--- src/rtl/dma64_arbiter.sv ---
// Round-robin arbiter sharing one DMA64 engine between NREQ requesters.
// A grant covers a whole tx burst plus the engine's rx response up to rx_last.

package dma64_pkg;

  typedef struct packed {
    logic        rx_ready;
    logic [63:0] tx_data;
    logic [7:0]  tx_strob;
    logic        tx_last;
    logic        tx_valid;
  } dma64_in_type;

  typedef struct packed {
    logic        tx_ready;
    logic [63:0] rx_data;
    logic        rx_last;
    logic        rx_valid;
    logic        busy;
  } dma64_out_type;

endpackage

module dma64_arbiter_chk #(
  parameter int NREQ = 2
) (
  input logic            i_clk,
  input logic            i_rst,
  input logic [NREQ-1:0] grant,
  input logic            busy,
  input logic            dma_tx_valid,
  input logic [NREQ-1:0] req_tx_ready,
  input logic [NREQ-1:0] req_rx_valid
);

  a_grant_onehot: assert property (@(posedge i_clk) disable iff (i_rst)
    $onehot0(grant));

  a_busy_matches_grant: assert property (@(posedge i_clk) disable iff (i_rst)
    busy == (grant != '0));

  a_tx_valid_only_busy: assert property (@(posedge i_clk) disable iff (i_rst)
    dma_tx_valid |-> busy);

  a_ready_only_owner: assert property (@(posedge i_clk) disable iff (i_rst)
    (req_tx_ready & ~grant) == '0);

  a_rx_valid_only_owner: assert property (@(posedge i_clk) disable iff (i_rst)
    (req_rx_valid & ~grant) == '0);

endmodule

module dma64_arbiter
  import dma64_pkg::*;
#(
  parameter int NREQ = 2
) (
  input  logic                 i_clk,
  input  logic                 i_rst,
  input  logic [NREQ-1:0]      i_req_tx_valid,
  input  logic [NREQ*64-1:0]   i_req_tx_data,
  input  logic [NREQ*8-1:0]    i_req_tx_strob,
  input  logic [NREQ-1:0]      i_req_tx_last,
  output logic [NREQ-1:0]      o_req_tx_ready,
  output logic [NREQ-1:0]      o_req_rx_valid,
  output logic [63:0]          o_req_rx_data,
  output logic                 o_req_rx_last,
  input  logic [NREQ-1:0]      i_req_rx_ready,
  output dma64_in_type         o_dma,
  input  dma64_out_type        i_dma,
  output logic [NREQ-1:0]      o_grant,
  output logic                 o_busy
);

  localparam int GW = (NREQ > 1) ? $clog2(NREQ) : 1;

  typedef enum logic [1:0] {
    S_IDLE = 2'd0,
    S_TX   = 2'd1,
    S_RX   = 2'd2
  } state_t;

  state_t        state;
  state_t        state_n;
  logic [GW-1:0] g;
  logic [GW-1:0] g_n;
  logic [GW-1:0] p;
  logic [GW-1:0] p_n;
  logic          rx_done;
  logic          rx_done_n;

  logic [63:0]   tx_data_arr  [NREQ];
  logic [7:0]    tx_strob_arr [NREQ];

  logic          any_valid;
  logic [GW-1:0] winner;
  logic          found;
  logic [GW-1:0] cand;
  logic [GW-1:0] p_after;
  logic          owner_tx_valid;
  logic          owner_tx_last;
  logic          owner_rx_ready;
  logic          tx_hs;
  logic          rx_hs;
  logic          rx_last_hs;

  for (genvar k = 0; k < NREQ; k++) begin : g_unpack
    assign tx_data_arr[k]  = i_req_tx_data[64*k +: 64];
    assign tx_strob_arr[k] = i_req_tx_strob[8*k +: 8];
  end

  assign any_valid      = |i_req_tx_valid;
  assign owner_tx_valid = i_req_tx_valid[g];
  assign owner_tx_last  = i_req_tx_last[g];
  assign owner_rx_ready = i_req_rx_ready[g];
  assign p_after        = (int'(g) == NREQ - 1) ? '0 : g + GW'(1);

  // Handshakes are only meaningful while a requester owns the engine.
  assign tx_hs      = (state == S_TX) && owner_tx_valid && i_dma.tx_ready;
  assign rx_hs      = ((state == S_TX) || (state == S_RX)) && i_dma.rx_valid && owner_rx_ready;
  assign rx_last_hs = rx_hs && i_dma.rx_last;

  // Round-robin search: first valid requester at or after p, wrapping modulo NREQ.
  always_comb begin
    winner = p;
    found  = 1'b0;
    cand   = '0;
    for (int i = 0; i < NREQ; i++) begin
      cand = GW'((int'(p) + i) % NREQ);
      if (!found && i_req_tx_valid[cand]) begin
        winner = cand;
        found  = 1'b1;
      end else begin
        found  = found;
      end
    end
  end

  // State register with synchronous reset.
  always_ff @(posedge i_clk) begin
    if (i_rst) begin
      state   <= S_IDLE;
      g       <= '0;
      p       <= '0;
      rx_done <= 1'b0;
    end else begin
      state   <= state_n;
      g       <= g_n;
      p       <= p_n;
      rx_done <= rx_done_n;
    end
  end

  // Next-state logic.
  always_comb begin
    state_n   = state;
    g_n       = g;
    p_n       = p;
    rx_done_n = rx_done;
    case (state)
      S_IDLE: begin
        if (any_valid && !i_dma.busy) begin
          state_n   = S_TX;
          g_n       = winner;
          rx_done_n = 1'b0;
        end else begin
          state_n   = S_IDLE;
        end
      end
      S_TX: begin
        if (rx_last_hs) begin
          rx_done_n = 1'b1;
        end else begin
          rx_done_n = rx_done;
        end
        // The response may already be complete, so RX can be skipped entirely.
        if (tx_hs && owner_tx_last) begin
          if (rx_done || rx_last_hs) begin
            state_n = S_IDLE;
            p_n     = p_after;
          end else begin
            state_n = S_RX;
          end
        end else begin
          state_n = S_TX;
        end
      end
      S_RX: begin
        if (rx_last_hs) begin
          state_n = S_IDLE;
          p_n     = p_after;
        end else begin
          state_n = S_RX;
        end
      end
      default: begin
        state_n = S_IDLE;
      end
    endcase
  end

  // Output steering: only the owner's channels are connected to the engine.
  always_comb begin
    o_dma          = '0;
    o_req_tx_ready = '0;
    o_req_rx_valid = '0;
    o_req_rx_data  = i_dma.rx_data;
    o_req_rx_last  = i_dma.rx_last;
    case (state)
      S_IDLE: begin
        o_dma = '0;
      end
      S_TX: begin
        o_dma.tx_valid    = owner_tx_valid;
        o_dma.tx_last     = owner_tx_last;
        o_dma.tx_data     = tx_data_arr[g];
        o_dma.tx_strob    = tx_strob_arr[g];
        o_dma.rx_ready    = owner_rx_ready;
        o_req_tx_ready[g] = i_dma.tx_ready;
        o_req_rx_valid[g] = i_dma.rx_valid;
      end
      S_RX: begin
        o_dma.rx_ready    = owner_rx_ready;
        o_req_rx_valid[g] = i_dma.rx_valid;
      end
      default: begin
        o_dma = '0;
      end
    endcase
  end

  // Grant vector and busy flag.
  always_comb begin
    o_grant = '0;
    for (int k = 0; k < NREQ; k++) begin
      if ((state != S_IDLE) && (g == GW'(k))) begin
        o_grant[k] = 1'b1;
      end else begin
        o_grant[k] = 1'b0;
      end
    end
    o_busy = (state != S_IDLE);
  end

  dma64_arbiter_chk #(.NREQ(NREQ)) u_chk (
    .i_clk        (i_clk),
    .i_rst        (i_rst),
    .grant        (o_grant),
    .busy         (o_busy),
    .dma_tx_valid (o_dma.tx_valid),
    .req_tx_ready (o_req_tx_ready),
    .req_rx_valid (o_req_rx_valid)
  );

endmodule

--- config.mk ---
export PLATFORM = sky130hd
export DESIGN_NAME = dma64_arbiter
export DESIGN_NICKNAME = d
export VERILOG_FILES = /design/src/rtl/dma64_arbiter.sv
export SDC_FILE = /design/constraint.sdc
export NUM_CORES = 1
export LEC_CHECK = 0
export CAP_MARGIN = 20
export CORE_AREA = 2 2 143 145
export DETAILED_ROUTE_END_ITERATION = 12
export DIE_AREA = 0 0 145 147
export PLACE_DENSITY_LB_ADDON = 0.05
export REMOVE_ABC_BUFFERS = 1
export SYNTH_ARGS = -nofsm -noshare
export SYNTH_HDL_FRONTEND = slang
export SYNTH_SLANG_ARGS = --single-unit
--- constraint.sdc ---
create_clock -name i_clk -period 3.7 [get_ports i_clk]
set_input_delay 1.11 -clock i_clk [delete_from_list [all_inputs] [get_ports i_clk]]
set_output_delay 1.11 -clock i_clk [all_outputs]
set_load 0.05 [all_outputs]
* Word-level counts from Yosys, hierarchy flattened
Cells that the tools add are included.
** Storage, ports and cells
- Register bits :: 5
- Input bits :: 220
- Word-level logic and storage cells :: 85
** Cells by class
- Add/subtract/negate cells :: 2
- Order comparisons :: 5
- Equal/unequal tests :: 7
- Mux-type cells :: 39
- Bitwise logic cells :: 4
- Reductions and logical operators :: 24
** Operator list (number)
- $mux W64 :: 3
- $mux W74 :: 1
- $mux W8 :: 3
- $mux W1 :: 23
- $logic_and A1 B1 Y1 :: 11
- $mux W2 :: 5
- $lt A1 B2 Y1 const B :: 3
- $ne A2 B2 Y1 const B :: 3
- $pmux W2 S3 :: 1
- $reduce_bool A2 Y1 :: 3
- $and A2 B2 Y2 :: 2
- $ne A2 B1 Y1 const B :: 2
- $pmux W1 S2 :: 2
- $reduce_and A4 Y1 :: 1
- $reduce_or A2 Y1 :: 2
- $reduce_and A3 Y1 :: 1
- $add A1 B1 Y1 const B :: 2
- $eq A2 B1 Y1 const B :: 1
- $eq A2 B2 Y1 const B :: 1
- $ge A2 B2 Y1 const B :: 1
- $logic_not A1 Y1 :: 2
- $logic_not A2 Y1 :: 1
- $logic_or A1 B1 Y1 :: 2
- $not A1 Y2 :: 1
- 4 further kinds :: 4

* Logic depth before layout (Yosys ltp)
Gate-level depths: netlist of run 1.
- Word-level depth :: 9
- Mapped depth :: 6
- Mapped depth without buffers :: 6

* Worst setup path after synthesis of run 1
No wires, ideal clock.
- Path kind :: input port to output port
- Start point :: input port i_req_rx_ready[1]
- End point :: output port o_dma[74] in the netlist's numbering
- Data arrival time :: 1.898 ns
- Data required time :: 2.590 ns
- Path slack :: 0.692 ns
- Stages on the path :: 2
- Path through :: mux2i_1 nor2b_1
** RTL lines
- start: declaration :: line 68 : input logic [NREQ-1:0] i_req_rx_ready,
- end: declaration :: line 69 : output dma64_in_type o_dma,

==> impl_summary.txt, run 1 <==
----------------------------------------------------
[Timing]
  Maximum clock rate ... 304 MHz
  Worst slew margin ... about 65%
  Final setup violation count ... 0
  Final critical path time including I/O delays and setup ... around 3.3 ns
  Hold violation total from the final report ... 0
  Worst clock skew ... approximately 0.00032 ns
  Period utilization ... a little under 90%
  Number of max-slew violations in the final report ... 0
  Unrepaired setup endpoints after global routing ... false
  Pin slew with the least headroom to its limit ... between 0.5 and 0.6 ns

[Floorplan]
  Number of placement rows ... 52
  Die footprint ... between 0.02 and 0.025 mm2
  Number of top-level pins ... roughly 370
  Standard cell core area ... between 0.015 and 0.02 mm2
  Die Y-Extent ... between 100 and 150 um
  Die Span X ... about 150 um
  Initial Util ... 10.9%

[Detailed routing]
  Number of DRC markers after the initial detailed-route iteration ... between 50 and 60
  Number of iterations in the first detailed-routing pass ... 4
  Drt via density ... about 3.6
  Antenna violation net count after detailed routing ... 0
  DRC ... 0
  Total wire length after detailed routing ... 19.6 mm
  Via count ... around 2600
  Final routed wire length divided by cell count ... approximately 27 um

[Clocking]
  Clk Latency, worst-skew pair ... around 0.22 ns
  Deepest clock path buffer count ... 2
  Buffers inserted by post-CTS timing repair ... 0
  H-tree depth ... 1
  Root Buffer Master ... sky130_fd_sc_hd__clkbuf_16
  CTS tree ... yes
  Post-cts hold buffer count ... 0
  Clock edge transition at the registers on the reported setup and hold paths ... 0.03 ns
  Number of buffers inserted during clock tree synthesis ... 3
  Number of clock sinks ... 5
  Number of resized instances in the post-cts repair step ... 0

[Final layout]
  Finished Layout Cells ... 713
  Fraction of layout instances using a drive strength above 1 ... 20.1%
  Filler Cell Count ... 2103
  Commonest cells after routing, fill and taps aside ... sky130_fd_sc_hd__clkdlybuf4s50_1 (158), sky130_fd_sc_hd__buf_12 (81), sky130_fd_sc_hd__nor2b_1 (79)
  Count of antenna diodes in the layout ... 0
  Leading cell type in the layout, fill and taps excluded ... sky130_fd_sc_hd__clkdlybuf4s50_1
  Design Area, Final ... between 0.005 and 0.006 mm2
  Net total in the final layout ... approximately 670
  Area growth from synthesis to final layout ... 142%

[Place]
  Count of input and output buffers ... between 200 and 250
  Dpl cell area ... slightly above 0.005 mm2
  RD Place Congestion ... ~0.85
  Placed wire-length estimate after detailed placement ... around 18 mm
  Placed Cells ... 709

[Global route]
  GRT Util Overall ... roughly 18%
  Overflow left after global routing ... 0
  Pin count of the biggest net entering global routing ... 55
  Met1 GRT Util ... under 10%
  Via count of the first global-routing pass ... 2596
  Antenna violations before repair ... 0
  First-pass GRT wire length ... around 25 mm
  Met2 usage in global routing ... approximately a third
  Met3 global-route usage ... 24.9%
  Layer carrying the most global-route usage ... met2

[Setup path]
  Startpoint-to-endpoint class of the critical path ... in2out
  Data arrival time of the critical path ... ~2.2 ns
  Crit-path max FO ... 6
  CP Cell Sequence ... clkdlybuf4s50_1 > mux2i_1 > nor2b_1 > buf_12
  Data required time of the critical path ... roughly 2.6 ns
  Slowest-stage cell, CP ... sky130_fd_sc_hd__clkdlybuf4s50_1
  Worst setup EP type ... output port
  Maximum single-stage delay on the critical path ... 0.56 ns
  Critical Path Start Type ... input port
  Delay-heaviest family, CP ... buffers and inverters
  WP buf/inv ... 2
  Worst reg2reg setup slack ... 1.64 ns

[Pwr]
  Total power divided by cell area ... 203 mW/mm2
  IR Drop Worst-Case VDD ... 83.2 uV
  Pleak ... between 0.0015 and 0.002 uW
  Switching power of the nets ... around 420 uW
  Part of the power in the clock network ... 16.5%
  Sequential cell fraction of total power ... 6.0%
  Share of power burned in combinational logic ... just under 80%
  Internal ... between 600 and 700 uW
  Net switching fraction of the power ... 39.9%

[Logic synthesis]
  Count of distinct cell types in the synthesized netlist ... 25
  Yosys Warn Count ... 0
  Post-Syn Area ... between 0.002 and 0.0025 mm2
  Synth area leaders ... sky130_fd_sc_hd__mux2i_1 (35%), sky130_fd_sc_hd__buf_4 (23%), sky130_fd_sc_hd__nor2b_1 (23%)
  Top cell type by total area after synthesis ... sky130_fd_sc_hd__mux2i_1
  Average cell area after synthesis ... roughly 7.7 um2
  Part of the Yosys area used for sequential elements ... between 4 and 5%
  Seq cells post-synth ... 5
  Top cell type's share of synthesized area ... between 30% and 40%
  Cell count after synthesis ... around 280

[Status]
  Result of the run ... complete, no violations

[Job]
  Max_cap viols ... 0

[Hold path]
  Classification of the worst-slack hold path ... reg2reg

----------------------------------------------------
cell families (layout without fill, tap and decap cells):
logic type,after synthesis,in the layout,share of synthesized area [%]
mux,76,76,35.3
flops,5,5,4.64
fa+ha+maj,4,4,2.32
compound gates,10,10,2.79
buf+inv,87,249,27.2
simple gates,99,99,27.7
layer usage:
layer  part of all wire [%]  vias up
met1                     18     1073
met2                     51      288
met5                      0        -
li1                       -     1186
met3                     30        6
met4                   0.44        0
worst paths after layout:
path                         from  cells past startpoint                    to
max             i_req_tx_valid[1]                      4              o_dma[0]
max reg2reg   state[1]$_SDFF_PP0_                      7        p$_SDFFE_PP0P_
min          rx_done$_SDFFE_PP0P_                      2  rx_done$_SDFFE_PP0P_
min reg2reg  rx_done$_SDFFE_PP0P_                      2  rx_done$_SDFFE_PP0P_
final cells by class:
type                    count  area [um2]  share of cell area [%]
well taps                 270         338                    6.47
inverters                   4        15.0                   0.287
multi-input cells         189        1470                    28.2
repair buffers            241        3220                    61.6
flip-flops and latches      5         104                    1.99
clock buffers               4        78.8                    1.51
synth_stat cells:
master,instances
sky130_fd_sc_hd__nor3b_2,1
sky130_fd_sc_hd__nor2_1,7
sky130_fd_sc_hd__nand3_1,1
sky130_fd_sc_hd__nand2b_1,1
sky130_fd_sc_hd__o21ai_0,3
sky130_fd_sc_hd__mux2_1,1
sky130_fd_sc_hd__a21oi_1,3
sky130_fd_sc_hd__o311ai_1,1
sky130_fd_sc_hd__buf_4,67
sky130_fd_sc_hd__a211oi_1,1
sky130_fd_sc_hd__nand2_1,4
sky130_fd_sc_hd__dfxtp_1,5
sky130_fd_sc_hd__nor3_1,1
sky130_fd_sc_hd__and3_1,2
sky130_fd_sc_hd__nor3b_1,1
sky130_fd_sc_hd__nor4_1,1
sky130_fd_sc_hd__buf_2,7
sky130_fd_sc_hd__a32oi_1,1
sky130_fd_sc_hd__nand4_1,1
sky130_fd_sc_hd__o21ai_1,1
sky130_fd_sc_hd__mux2i_1,75
sky130_fd_sc_hd__inv_1,4
sky130_fd_sc_hd__clkbuf_1,9
sky130_fd_sc_hd__ha_1,4
sky130_fd_sc_hd__nor2b_1,79
power by group through the flow:
stage	sequential, uW	clock (uW)	combinational [uW]
after floorplan	79.1	0	350
after global placement	65.2	0	829
after detailed placement	65.0	0	832
after CTS	64.3	177	834
after global routing	65.2	180	862
final	64.1	175	823
stage by stage:
stage / total power, uW / hold WS, ns / TNS, ns / setup WS (ns) / util (%)
after floorplan: 429 / 0.508 / -99.33 / -1.42 / -
after global placement: 894 / 0.521 / 0 / 0.419 / 25.9
after detailed placement: 897 / 0.536 / 0 / 0.409 / 25.9
after CTS: 1080 / 0.537 / 0 / 0.399 / 26.3
after global routing: 1110 / 0.595 / 0 / 0.355 / 26.3
final: 1060 / 0.546 / 0 / 0.413 / 26.3
sequential cells by signal, summed over array words and instances (netlist names):
signal,cells
g,1
p,1
rx_done,1
state,2
worst reg2reg max path, stage by stage, from the launching register on:
cell and delay [ns]:
sky130_fd_sc_hd__dfxtp_1 0.31, sky130_fd_sc_hd__inv_1 0.08, sky130_fd_sc_hd__ha_2 0.52, sky130_fd_sc_hd__buf_12 0.31
sky130_fd_sc_hd__nor2b_1 0.16, sky130_fd_sc_hd__nor3b_1 0.06, sky130_fd_sc_hd__o21ai_1 0.16, sky130_fd_sc_hd__mux2_1 0.34
(Power assumes the default switching activity.)
==> inputs of run 2 (changes only) <==
- SYNTH_HIERARCHICAL: unset -> 1
- clock period: 3.7 -> 2.6 ns (I/O delays scaled with it)
==> run 2 against run 1 <==
Effect of this change: global-route usage rose by 0.20 points; sequential power up 42%; cell area increased by 1.9%; synthesized cell count unchanged; hold slack better by 0.0091 ns; flip-flop and latch count stayed put; clock power increased by 47%; sequential share of layout area about the same; synthesized area did not move; via count rose by 0.71%; wire length about the same; critical path depth did not move; highest routed layer unchanged.
==> impl_summary.txt, run 2 <==
----------------------------------------------------
[Logic synthesis]
  Count of distinct cell types in the synthesized netlist ... 25
  Synth area leaders ... sky130_fd_sc_hd__mux2i_1 (35%), sky130_fd_sc_hd__buf_4 (23%), sky130_fd_sc_hd__nor2b_1 (23%)
  Multiplexer share of the synthesized area ... ~35%
  Number of enable flip-flop cells after synthesis ... 0
  Simple logic cell fraction of the synthesized area ... about 28%
  Commonest cells in the synthesized netlist ... sky130_fd_sc_hd__nor2b_1 (79), sky130_fd_sc_hd__mux2i_1 (75), sky130_fd_sc_hd__buf_4 (67)
  Top FF cell, synth ... sky130_fd_sc_hd__dfxtp_1
  Adder and majority gate portion of the synthesized area ... between 2 and 2.5%
  Top cell type by total area after synthesis ... sky130_fd_sc_hd__mux2i_1
  Dominant cell by count in the synthesized netlist ... sky130_fd_sc_hd__nor2b_1
  XOR/XNOR Fraction of Synth Area ... 0%
  Part of the Yosys area used for sequential elements ... 4.64%
  Share of the synthesized area in compound gates (AO/OA/AOI/OAI) ... under 10%
  Yosys Warn Count ... 6
  Top cell type's share of synthesized area ... between 30% and 40%
  Average cell area after synthesis ... ~7.7 um2
  Cell count after synthesis ... between 200 and 300
  Post-Syn Area ... roughly 0.0022 mm2
  Main combinational cell family by area after synthesis ... multiplexers
  Async S/R FF share, synth ... 0%
  Seq cells post-synth ... 5

[Final layout]
  Area growth from synthesis to final layout ... 147%
  Filler Cell Count ... 2125
  Net total in the final layout ... 675
  Design Area, Final ... about 0.0053 mm2
  Count of antenna diodes in the layout ... 0
  Register ranked first by flip-flop count ... state
  Fraction of layout instances using a drive strength above 1 ... between 20% and 30%
  Leading cell type in the layout, fill and taps excluded ... sky130_fd_sc_hd__clkdlybuf4s50_1
  Commonest cells after routing, fill and taps aside ... sky130_fd_sc_hd__clkdlybuf4s50_1 (155), sky130_fd_sc_hd__buf_12 (85), sky130_fd_sc_hd__nor2b_1 (79)
  Flip-flop count of the largest register, all copies and words added ... 2

[Setup path]
  Slowest-stage cell, CP ... sky130_fd_sc_hd__clkdlybuf4s50_1
  Worst setup EP type ... output port
  RR Endpoint ... p$_SDFFE_PP0P_
  Data arrival time of the critical path ... 1.73 ns
  Maximum single-stage delay on the critical path ... approximately 0.46 ns
  CP Cell Sequence ... clkdlybuf4s50_1 > mux2i_1 > nor2b_1 > buf_12
  Startpoint-to-endpoint class of the critical path ... in2out
  Critical Path Start Type ... input port
  Data required time of the critical path ... 1.82 ns
  Worst Reg-to-Reg Cells ... 5
  Launching point of the worst reg2reg path ... g$_SDFFE_PP0P_
  Worst reg2reg setup slack ... roughly 0.8 ns
  Crit-path max FO ... 2

[Detailed routing]
  Drt via density ... between 3 and 4
  Total wire length after detailed routing ... 19.6 mm
  Number of DRC markers after the initial detailed-route iteration ... 61
  DRC ... 0
  Via count ... 2571
  Antenna violation net count after detailed routing ... 0
  Number of iterations in the first detailed-routing pass ... 4
  Final routed wire length divided by cell count ... between 20 and 30 um

[Floorplan]
  Number of placement rows ... 52
  Standard cell core area ... 0.0198 mm2
  Die footprint ... ~0.021 mm2
  Initial Util ... 10.9%
  Die Span X ... roughly 150 um
  Number of top-level pins ... 367
  Die Y-Extent ... around 150 um

[Timing]
  Period utilization ... roughly 97%
  Worst-case hold slack ... 0.555 ns
  Final setup violation count ... 0
  Pin slew with the least headroom to its limit ... 0.397 ns
  Hold violation total from the final report ... 0
  Sum of negative setup slack ... 0 ns
  Final critical path time including I/O delays and setup ... ~2.5 ns
  Worst slew margin ... 73.1%
  Slack of the critical path ... between 0.08 and 0.09 ns
  Unrepaired setup endpoints after global routing ... false
  Worst clock skew ... ~0.0014 ns
  Number of max-slew violations in the final report ... 0
  Maximum clock rate ... about 400 MHz

[Clocking]
  Post-cts hold buffer count ... 0
  Number of buffers inserted during clock tree synthesis ... 3
  CTS tree ... yes
  Deepest clock path buffer count ... 2
  Root Buffer Master ... sky130_fd_sc_hd__clkbuf_16
  Clk Latency, worst-skew pair ... about 0.23 ns
  Clock edge transition at the registers on the reported setup and hold paths ... around 0.030 ns
  Buffers inserted by post-CTS timing repair ... 0
  H-tree depth ... 1
  Number of clock sinks ... 5

[Global route]
  Antenna violations before repair ... 0
  GRT Util Overall ... between 15 and 20%
  First-pass GRT wire length ... about 26 mm
  Pin count of the biggest net entering global routing ... slightly above 50
  Overflow left after global routing ... 0
  Via count of the first global-routing pass ... 2712

[Place]
  Placed wire-length estimate after detailed placement ... between 15 and 20 mm
  RD Place Congestion ... 0.856
  Count of input and output buffers ... roughly 240
  Minimum setup slack after placement ... roughly 0.028 ns
  Dpl cell area ... 0.00524 mm2

[Pwr]
  Net switching fraction of the power ... 40.0%
  Switching power of the nets ... approximately 620 uW
  Share of power burned in combinational logic ... 77.3%
  Sequential cell fraction of total power ... 5.9%
  Part of the power in the clock network ... about 17%
  Total power divided by cell area ... slightly below 300 mW/mm2
  Internal ... 921 uW
  IR Drop Worst-Case VDD ... 135 uV
  Pleak ... between 0.0015 and 0.002 uW
  Post-route total power ... approximately 1500 uW

[Status]
  Result of the run ... complete, no violations

[Hold path]
  Number of cells on the worst hold path ... 2
  Classification of the worst-slack hold path ... reg2reg
  Hold_sp ... rx_done$_SDFFE_PP0P_
  Worst min-delay path endpoint ... rx_done$_SDFFE_PP0P_

[Job]
  Max_cap viols ... 0

----------------------------------------------------
[run 2: cell types whose count changed in the layout (fill, tap and decap cells not counted)]
cell                              previous run  this run
sky130_fd_sc_hd__buf_4                       2         8
sky130_fd_sc_hd__nor2_2                      0         1
sky130_fd_sc_hd__nor2_1                      7         6
sky130_fd_sc_hd__clkdlybuf4s50_1           158       155
sky130_fd_sc_hd__buf_12                     81        85
[run 2: critical path, delay by kind of cell]
| kind | cells | cell delay [ns] |
|---|---|---|
| simple gates | 1 | 0.22 |
| buf+inv | 2 | 0.63 |
| mux | 1 | 0.10 |
[run 2: worst max path at each step]
stage                            startpoint                 to  slack [ns]  cells after the start
after detailed placement          i_dma[67]  o_req_tx_ready[0]        0.03                      4
after floorplan              g$_SDFFE_PP0P_          o_dma[74]       -2.19                      2
after global placement            i_dma[67]  o_req_tx_ready[0]        0.04                      4
after global routing      i_req_tx_valid[1]           o_dma[0]        0.04                      4
final                     i_req_rx_ready[1]          o_dma[74]        0.09                      4
after CTS                         i_dma[67]  o_req_tx_ready[0]        0.03                      4
[run 2: stage by stage]
step | cells | util, %
5_1_grt | 720 | 26.8
3_5_place_dp | 716 | 26.4
4_1_cts | 720 | 26.8
2_1_floorplan | 198 | -
3_3_place_gp | 716 | 26.4
6_report | 720 | 26.8
[run 2: final cells by class]
cell class	count	area, um2	area share (%)
multi-input combinational	189	1470	27.7
tap	270	338	6.35
clock buffer	4	78.8	1.48
timing repair buffer	248	3310	62.2
sequential	5	104	1.95
inverter	4	15.0	0.282
[run 2: power by group through the flow]
| stage | Clock, uW | Sequential [uW] | Combinational (uW) |
|---|---|---|---|
| after floorplan | 0 | 113 | 498 |
| after global placement | 0 | 92.1 | 1190 |
| after detailed placement | 0 | 92.0 | 1200 |
| after CTS | 257 | 91.5 | 1200 |
| after global routing | 267 | 92.2 | 1240 |
| final | 258 | 91.0 | 1190 |
[run 2: routing by layer]
layer | part of all wire, % | vias to the layer above | GRT usage [%] | wire length [um]
li1 | - | 1200 | - | -
met4 | 1.8 | 0 | 2.67 | 359
met2 | 51 | 273 | 32.7 | 9930
met3 | 30 | 11 | 24.8 | 5940
met5 | 0 | - | 0.227 | 0
met1 | 17 | 1087 | 8.97 | 3390
[run 2: what timing repair did]
item / in CTS / in global routing
hold endpoints to repair: 0 / 0
endpoints found under the setup margin: 0 / 1
resized for setup: 0 / 1
[run 2: cell families after synthesis]
family          after synthesis
compound gates               10
mux                          76
buf+inv                      87
fa+ha+maj                     4
flops                         5
simple gates                 99
